`src/rtl/pcie_rx_ingress.sv`:
```
// Ingress queue for link request beats, issuing them downstream one at a time and
// holding off after each read until its completion or a timeout. Macro: PCIE_RX_DROP_CNT_EN.
module pcie_rx_ingress #(
    parameter int unsigned DEPTH   = 8,
    parameter int unsigned TIMEOUT = 255
) (
    input  logic        clk,
    input  logic        reset,
    input  logic        rx_valid,
    input  logic [63:0] rx_data,
    input  logic        rx_is_write,
    output logic        out_valid,
    input  logic        out_ready,
    output logic [63:0] out_data,
    output logic        out_is_write,
    input  logic        rsp_valid,
    input  logic        clr_status,
    output logic [6:0]  credits,
    output logic        overflow,
    output logic        timeout_err,
    output logic [15:0] drop_count
);
    localparam int unsigned AW = $clog2(DEPTH);
    localparam logic [AW-1:0] PtrOne  = AW'(1);
    localparam logic [AW:0]   CntOne  = (AW + 1)'(1);
    localparam logic [AW:0]   CntFull = (AW + 1)'(DEPTH);
    localparam logic [15:0]   TimerMax = 16'(TIMEOUT - 1);

    typedef enum logic [1:0] {StIdle, StIssue, StWaitRsp} state_e;

    state_e        state_q;
    logic [64:0]   mem [DEPTH];
    logic [AW-1:0] wr_ptr_q, rd_ptr_q;
    logic [AW:0]   count_q;
    logic [15:0]   timer_q;
    logic          out_valid_q, overflow_q, timeout_err_q;
    logic [64:0]   head;
    logic          full, pop, push, drop;

    assign head = mem[rd_ptr_q];
    assign full = (count_q == CntFull);
    assign pop  = out_valid_q && out_ready;
    // A full queue still takes a beat when the head leaves on the same edge.
    assign push = rx_valid && (!full || pop);
    assign drop = rx_valid && full && !pop;

    always_ff @(posedge clk) begin
        if (push) begin
            mem[wr_ptr_q] <= {rx_is_write, rx_data};
        end
    end

    always_ff @(posedge clk or negedge reset) begin
        if (!reset) begin
            wr_ptr_q <= '0;
            rd_ptr_q <= '0;
            count_q  <= '0;
        end else begin
            if (push) begin
                wr_ptr_q <= wr_ptr_q + PtrOne;
            end
            if (pop) begin
                rd_ptr_q <= rd_ptr_q + PtrOne;
            end
            case ({push, pop})
                2'b10:   count_q <= count_q + CntOne;
                2'b01:   count_q <= count_q - CntOne;
                default: count_q <= count_q;
            endcase
        end
    end

    always_ff @(posedge clk or negedge reset) begin
        if (!reset) begin
            state_q       <= StIdle;
            out_valid_q   <= 1'b0;
            timer_q       <= '0;
            timeout_err_q <= 1'b0;
        end else begin
            if (clr_status) begin
                timeout_err_q <= 1'b0;
            end
            case (state_q)
                StIdle: begin
                    if (count_q != '0) begin
                        state_q     <= StIssue;
                        out_valid_q <= 1'b1;
                    end
                end
                StIssue: begin
                    if (out_ready) begin
                        if (!head[64]) begin
                            state_q     <= StWaitRsp;
                            out_valid_q <= 1'b0;
                            timer_q     <= '0;
                        end else if (count_q <= CntOne) begin
                            state_q     <= StIdle;
                            out_valid_q <= 1'b0;
                        end
                    end
                end
                StWaitRsp: begin
                    if (rsp_valid) begin
                        state_q <= StIdle;
                    end else if (timer_q == TimerMax) begin
                        state_q       <= StIdle;
                        timeout_err_q <= 1'b1;
                    end else begin
                        timer_q <= timer_q + 16'd1;
                    end
                end
                default: begin
                    state_q     <= StIdle;
                    out_valid_q <= 1'b0;
                end
            endcase
        end
    end

    always_ff @(posedge clk or negedge reset) begin
        if (!reset) begin
            overflow_q <= 1'b0;
        end else if (drop) begin
            overflow_q <= 1'b1;
        end else if (clr_status) begin
            overflow_q <= 1'b0;
        end
    end

`ifdef PCIE_RX_DROP_CNT_EN
    logic [15:0] drop_cnt_q;

    always_ff @(posedge clk or negedge reset) begin
        if (!reset) begin
            drop_cnt_q <= '0;
        end else if (drop) begin
            if (drop_cnt_q != 16'hFFFF) begin
                drop_cnt_q <= drop_cnt_q + 16'd1;
            end
        end else if (clr_status) begin
            drop_cnt_q <= '0;
        end
    end

    assign drop_count = drop_cnt_q;
`else
    assign drop_count = 16'h0000;
`endif

    assign out_valid    = out_valid_q;
    assign out_data     = head[63:0];
    assign out_is_write = head[64];
    assign credits      = 7'(DEPTH) - 7'(count_q);
    assign overflow     = overflow_q;
    assign timeout_err  = timeout_err_q;

endmodule
```
`config.mk`:
```
export PLATFORM = sky130hd
export DESIGN_NAME = pcie_rx_ingress
export DESIGN_NICKNAME = d
export VERILOG_FILES = /design/src/rtl/pcie_rx_ingress.sv
export SDC_FILE = /design/constraint.sdc
export NUM_CORES = 1
export LEC_CHECK = 0
export CAP_MARGIN = 20
export CORE_ASPECT_RATIO = 0.7
export CORE_MARGIN = 1.5
export CORE_UTILIZATION = 55
export DETAILED_ROUTE_END_ITERATION = 6
export PLACE_DENSITY = 0.78
export SYNTH_ARGS = -nofsm -noshare
export SYNTH_HDL_FRONTEND = slang
export SYNTH_SLANG_ARGS = --single-unit
export TNS_END_PERCENT = 50
```
`constraint.sdc`:
```
create_clock -name clk -period 9.8 [get_ports clk]
set_input_delay 0.98 -clock clk [delete_from_list [all_inputs] [get_ports clk]]
set_output_delay 0.98 -clock clk [all_outputs]
set_load 0.05 [all_outputs]
```
Word-level counts from Yosys, hierarchy flattened
Memories as Yosys holds them, arrays and structs flattened.
Index checks and enable logic that the tools add are counted.
{"block": "word_totals", "reg_bits": 31, "latchBits": 0, "n_memories": 1, "inputBits": 71, "rom_bits": 0, "mem_bits_rw": 520, "out_inout_bits": 91, "elab_cells": 71}
{"block": "op_classes", "n_mul": 0, "add_sub_neg": 6, "order_cmp": 1, "eq_ne": 13, "reduce_logical": 15, "n_mux": 26, "div": 0, "bitwise_logic": 1, "shifts": 0}
{"memory": "mem", "depth": 8, "word_bits": 65, "read_ports": 1, "rd_ports_with_merged_regs": 0, "wr": 1, "line": "32", "rtl": "logic [64:0] mem [DEPTH];"}
{"cell": "16-bit two-way mux", "n": 4}
{"cell": "16-bit one-hot mux with 2 select lines", "n": 1}
{"cell": "16-bit by 1-bit adder with 16-bit output (second input constant)", "n": 1}
{"cell": "16-bit by 8-bit equality test with 1-bit output (second input constant)", "n": 1}
{"cell": "1-bit two-way mux", "n": 12}
{"cell": "2-bit two-way mux", "n": 6}
{"cell": "2-bit != test (second input constant)", "n": 5}
{"cell": "4-bit one-hot mux with 2 select lines", "n": 1}
{"cell": "4-bit AND reduction", "n": 2}
{"cell": "3-bit by 1-bit adder with 3-bit output (second input constant)", "n": 2}
{"cell": "3-bit != test (second input constant)", "n": 2}
{"cell": "2-bit one-hot mux with 3 select lines", "n": 1}
{"cell": "2-bit nonzero test", "n": 3}
{"cell": "5-bit AND reduction", "n": 1}
{"cell": "4-bit by 4-bit subtractor with 5-bit output (first input constant)", "n": 1}
{"cell": "4-bit by 1-bit adder with 4-bit output (second input constant)", "n": 1}
{"cell": "2-bit by 1-bit equality test with 1-bit output (second input constant)", "n": 2}
{"cell": "2-bit equality test (second input constant)", "n": 2}
{"cell": "4-bit equality test (second input constant)", "n": 1}
{"cell": "4-bit by 1-bit less-or-equal comparator with 1-bit output (second input constant)", "n": 1}
{"cell": "1-bit logical AND", "n": 4}
{"cell": "4-bit nonzero test", "n": 1}
{"cell": "4-bit by 1-bit subtractor with 4-bit output (second input constant)", "n": 1}
{"cell": "1-bit one-hot mux with 3 select lines", "n": 1}
{"cell": "4 further kinds", "n": 5}

Depth between registers and ports, before layout
{"block": "logic_depth", "ltp_word": 6, "mapped_depth": 11}

Least setup slack after synthesis
Ideal clock, no wire load.
{"block": "synth_path", "kind": "input -> register", "startpoint": "input out_ready", "endpoint": "memory mem[0][0], enable pin", "slack_ns": 1.643, "required_ns": 9.152, "arrival_ns": 7.509, "stages": 4, "path_cell_list": "a21oi_1 nand2_1 nand2_1 nor4_1"}
{"block": "synth_between", "elab_chain_len": 5}
{"item": "from (decl)", "line": "13", "rtl": "input logic out_ready,"}
{"item": "1-bit logical AND", "line": "42", "rtl": "assign pop = out_valid_q && out_ready;"}
{"item": "1-bit logical OR", "line": "44", "rtl": "assign push = rx_valid && (!full || pop);"}
{"item": "1-bit logical AND", "line": "44"}
{"item": "1-bit two-way mux", "line": "48", "rtl": "if (push) begin"}
{"item": "1-bit two-way mux (implied by the code)", "line": "49", "rtl": "mem[wr_ptr_q] <= {rx_is_write, rx_data};"}
{"item": "to (decl)", "line": "32"}
Every way passes these cells.

Worst setup path in the final report
{"block": "layout_path", "startpoint": "register rd_ptr_q[0]", "endpoint": "output out_data[38]"}
{"block": "layout_between", "elab_chain_len": 1}
{"item": "from (decl)", "line": "33", "rtl": "logic [AW-1:0] wr_ptr_q, rd_ptr_q;"}
{"item": "from (signal assigned)", "line": "63", "rtl": "rd_ptr_q <= rd_ptr_q + PtrOne;"}
{"item": "memory read 8 x 65 bit"}
{"item": "to (decl)", "line": "14", "rtl": "output logic [63:0] out_data,"}
Every way passes these cells.

==> flow_summary.yaml <==
run_status:
  outcome: "finished clean"
global_routing:
  grt_max_degree: 74
  grt_pass1_wl_mm: 63.1
  met1_usage_pct: 31.7
  grt_overflow: 0
  grt_use_met2_pct: 32.5
  grt_use_met3_pct: 4.34
  grt_usage_pct: 21.1
  grt_pass1_vias: 10200
  top_usage_layer: "met2"
  antenna_found_initial: 2
yosys:
  synthCells: 968
  ys_ff_latch: 551
  ys_types: 57
  synth_area_leader_cell: "edfxtp_1"
  ys_warn_count: 0
  synthTopCellsByCount: "edfxtp_1, mux4_2, mux2_2"
  synth_area_um2: 21500
  ys_seq_area_share_pct: 76.2
  yosys_most_used_dff: "edfxtp_1"
  yosysTopAreaCellShare_pct: 72.6
  synth_edf_count: 520
  netlist_top_cells_area: "edfxtp_1, mux4_2, dfrtp_1"
  syn_area_per_cell_um2: 22.2
  synth.most_common_cell: "edfxtp_1"
  async_flop_share_pct: 5.63
cts:
  post_cts_buffers: 0
  ctsRootBufferMaster: "clkbuf_16"
  cts_tree: "yes"
  insertion_delay_ns: 0.57
  cts_resized: 0
  postCtsHoldBufs: 0
  clk_path_buf_depth: 3
  cts_buffers: 50
  cts_max_level: 2
  clock-sinks: 551
  clk_pin_slew_worst_paths_ns: 0.06
detailed_routing:
  wirelength_mm: 41.1
  drc: 0
  vias: 10100
  ant_nets: 0
  first_pass_iters: 5
  viasPerCell: 5.92
  drt-initial-drc-count: 796
  wl_per_cell_um: 24.1
pwr:
  max-vdd-ir-drop_uv: 222
  power_mw: 8.15
  p_leak_nw: 8.09
  powerDensity_nw_per_um2: 325
cells_and_area:
  utilization_pct: 65.1
  final-seq-area_um2: 16400
  multiInputGateArea_um2: 4830
  fin_nets: 1218
  n_fill_cell: 2509
  drive_above_1_share_pct: 26.1
  areaGrowthSynthToFinish_pct: 16.6
  final_cells: 1705
place:
  numPlacedInstances: 1613
  dp_slack_ns: 5.06
  portBuffers: 145
  gp_congestion: 0.800
  dp_hpwl_mm: 22.2
die:
  row_count: 60
  initial_core_util_pct: 55.8
  core_um2: 38500
  io_pins: 162
  die_area_um2: 40300
  die_y_um: 168
  fp.dieW_um: 239
sta:
  rsz0062_at_grt: "false"
  min_period_over_period_pct: 53.9
  final.setup.worst_slack_ns: 4.51
  final.setup.tns_ns: 0
  final-setup-viol-count: 0
  slew_viol_final: 0
  fin_skew_ns: 0.0126
  fmax_mhz: 189
  slew_headroom_pct: 31.1
  min_period_ns: 5.29
  worstMarginPinSlew_ns: 1.03
  hold_violations: 0
job:
  maxCapViolCount: 0
setup_path:
  cp.arrival_ns: 4.31
  setup.worst_path.end_class: "output port"
  worstSetupPathType: "register to output port"
  cp.required_ns: 8.82
  worstPathMaxFanout: 51
  critPathLaunchType: "register"
min_path:
  hold_path.class: "register to register"
[per-stage QoR]
| stage | hold slack, ns | instance area, µm² |
|---|---|---|
| finish | 0.514 | 25100 |
| CTS | 0.524 | 25100 |
| global placement | 0.504 | 23500 |
| detailed placement | 0.507 | 23500 |
| floorplan | 0.470 | 21600 |
| global route | 0.550 | 25100 |
[state kept, by name, summed over array words and instances, names as in the netlist]
| signal | count |
|---|---|
| state_q | 2 |
| rd_ptr_q | 3 |
| wr_ptr_q | 3 |
| mem | 520 |
| timeout_err | 1 |
| count_q | 4 |
| out_valid | 1 |
| timer_q | 16 |
| overflow | 1 |
[cell usage in the layout (no fill, tap or decap), drive strengths merged, types with 3 or more instances in the layout]
| cell | Yosys | routed |
|---|---|---|
| edfxtp | 520 | 520 |
| o21ai | 5 | 5 |
| inv | 10 | 10 |
| nor3 | 13 | 13 |
| xnor2 | 7 | 7 |
| nand2b | 6 | 6 |
| buf | 43 | 19 |
| a221o | 8 | 8 |
| ha | 9 | 9 |
| clkinv | 0 | 24 |
| nand4 | 3 | 3 |
| a31oi | 4 | 4 |
| mux2i | 5 | 5 |
| mux2 | 67 | 67 |
| nor3b | 3 | 3 |
| a21oi | 7 | 7 |
| nand2 | 15 | 15 |
| conb | 1 | 16 |
| dfrtp | 31 | 31 |
| xor2 | 3 | 3 |
| clkbuf | 18 | 63 |
| mux4 | 128 | 128 |
| clkdlybuf4s50 | 0 | 145 |
| and3 | 9 | 9 |
| nor2 | 16 | 16 |
| nand3 | 11 | 11 |
| nor4 | 5 | 5 |
[area by class of cell]
| type | instances | area share [%] |
|---|---|---|
| inverter | 10 | 0.180 |
| tap | 527 | 2.63 |
| antenna | 2 | 0.0200 |
| multi-input combinational | 361 | 19.3 |
| timing repair buffer | 164 | 6.36 |
| clock buffer | 63 | 5.44 |
| clock inverter | 27 | 0.669 |
| sequential | 551 | 65.4 |
[final timing paths]
path                                               from                 endpoint  slack [ns]  depth (start not counted)
worst max-delay path            rd_ptr_q[0]$_DFFE_PN0P_             out_data[38]        4.51                          4
worst min-delay path              timeout_err$_DFF_PN0_    timeout_err$_DFF_PN0_        0.51                          2
min in group asynchronous                         reset   count_q[2]$_DFFE_PN0P_        0.81                          2
worst max register to register   count_q[0]$_DFFE_PN0P_     mem[3][60]$_DFFE_PP_        6.29                          8
worst min register to register    timeout_err$_DFF_PN0_    timeout_err$_DFF_PN0_        0.51                          2
max in group asynchronous                         reset  rd_ptr_q[2]$_DFFE_PN0P_        8.67                          2
[worst max-delay path, cell delays in order, from the launching register on]
cell and delay, ns:
dfrtp_4 1.06, buf_4 0.86, mux4_2 0.61, mux2_2 0.28
clkdlybuf4s50_1 0.76
[power breakdown]
group	switching (mW)	total, mW	internal (mW)
Sequential	0.221	3.18	2.96
Clock	0.806	1.84	1.03
Combinational	1.86	3.14	1.28
Total	2.88	8.15	5.27
[layer usage]
metal,vias up,routed length [µm]
met2,345,19700
li1,4351,-
met3,50,2730
met4,0,609
met5,-,0
met1,5356,18100
[cells by family (layout without fill, tap and decap cells)]
group	after synthesis	in the layout	share of synthesized area [%]
flops	551	551	76.2
mux	200	200	17.2
simple gates	89	89	2.48
buf+inv	71	264	1.78
compound gates	37	37	1.36
xor+xnor	10	10	0.407
fa+ha+maj	9	9	0.524
other cells	1	18	0.0174
Note: power is estimated with default switching activity, not from simulation.
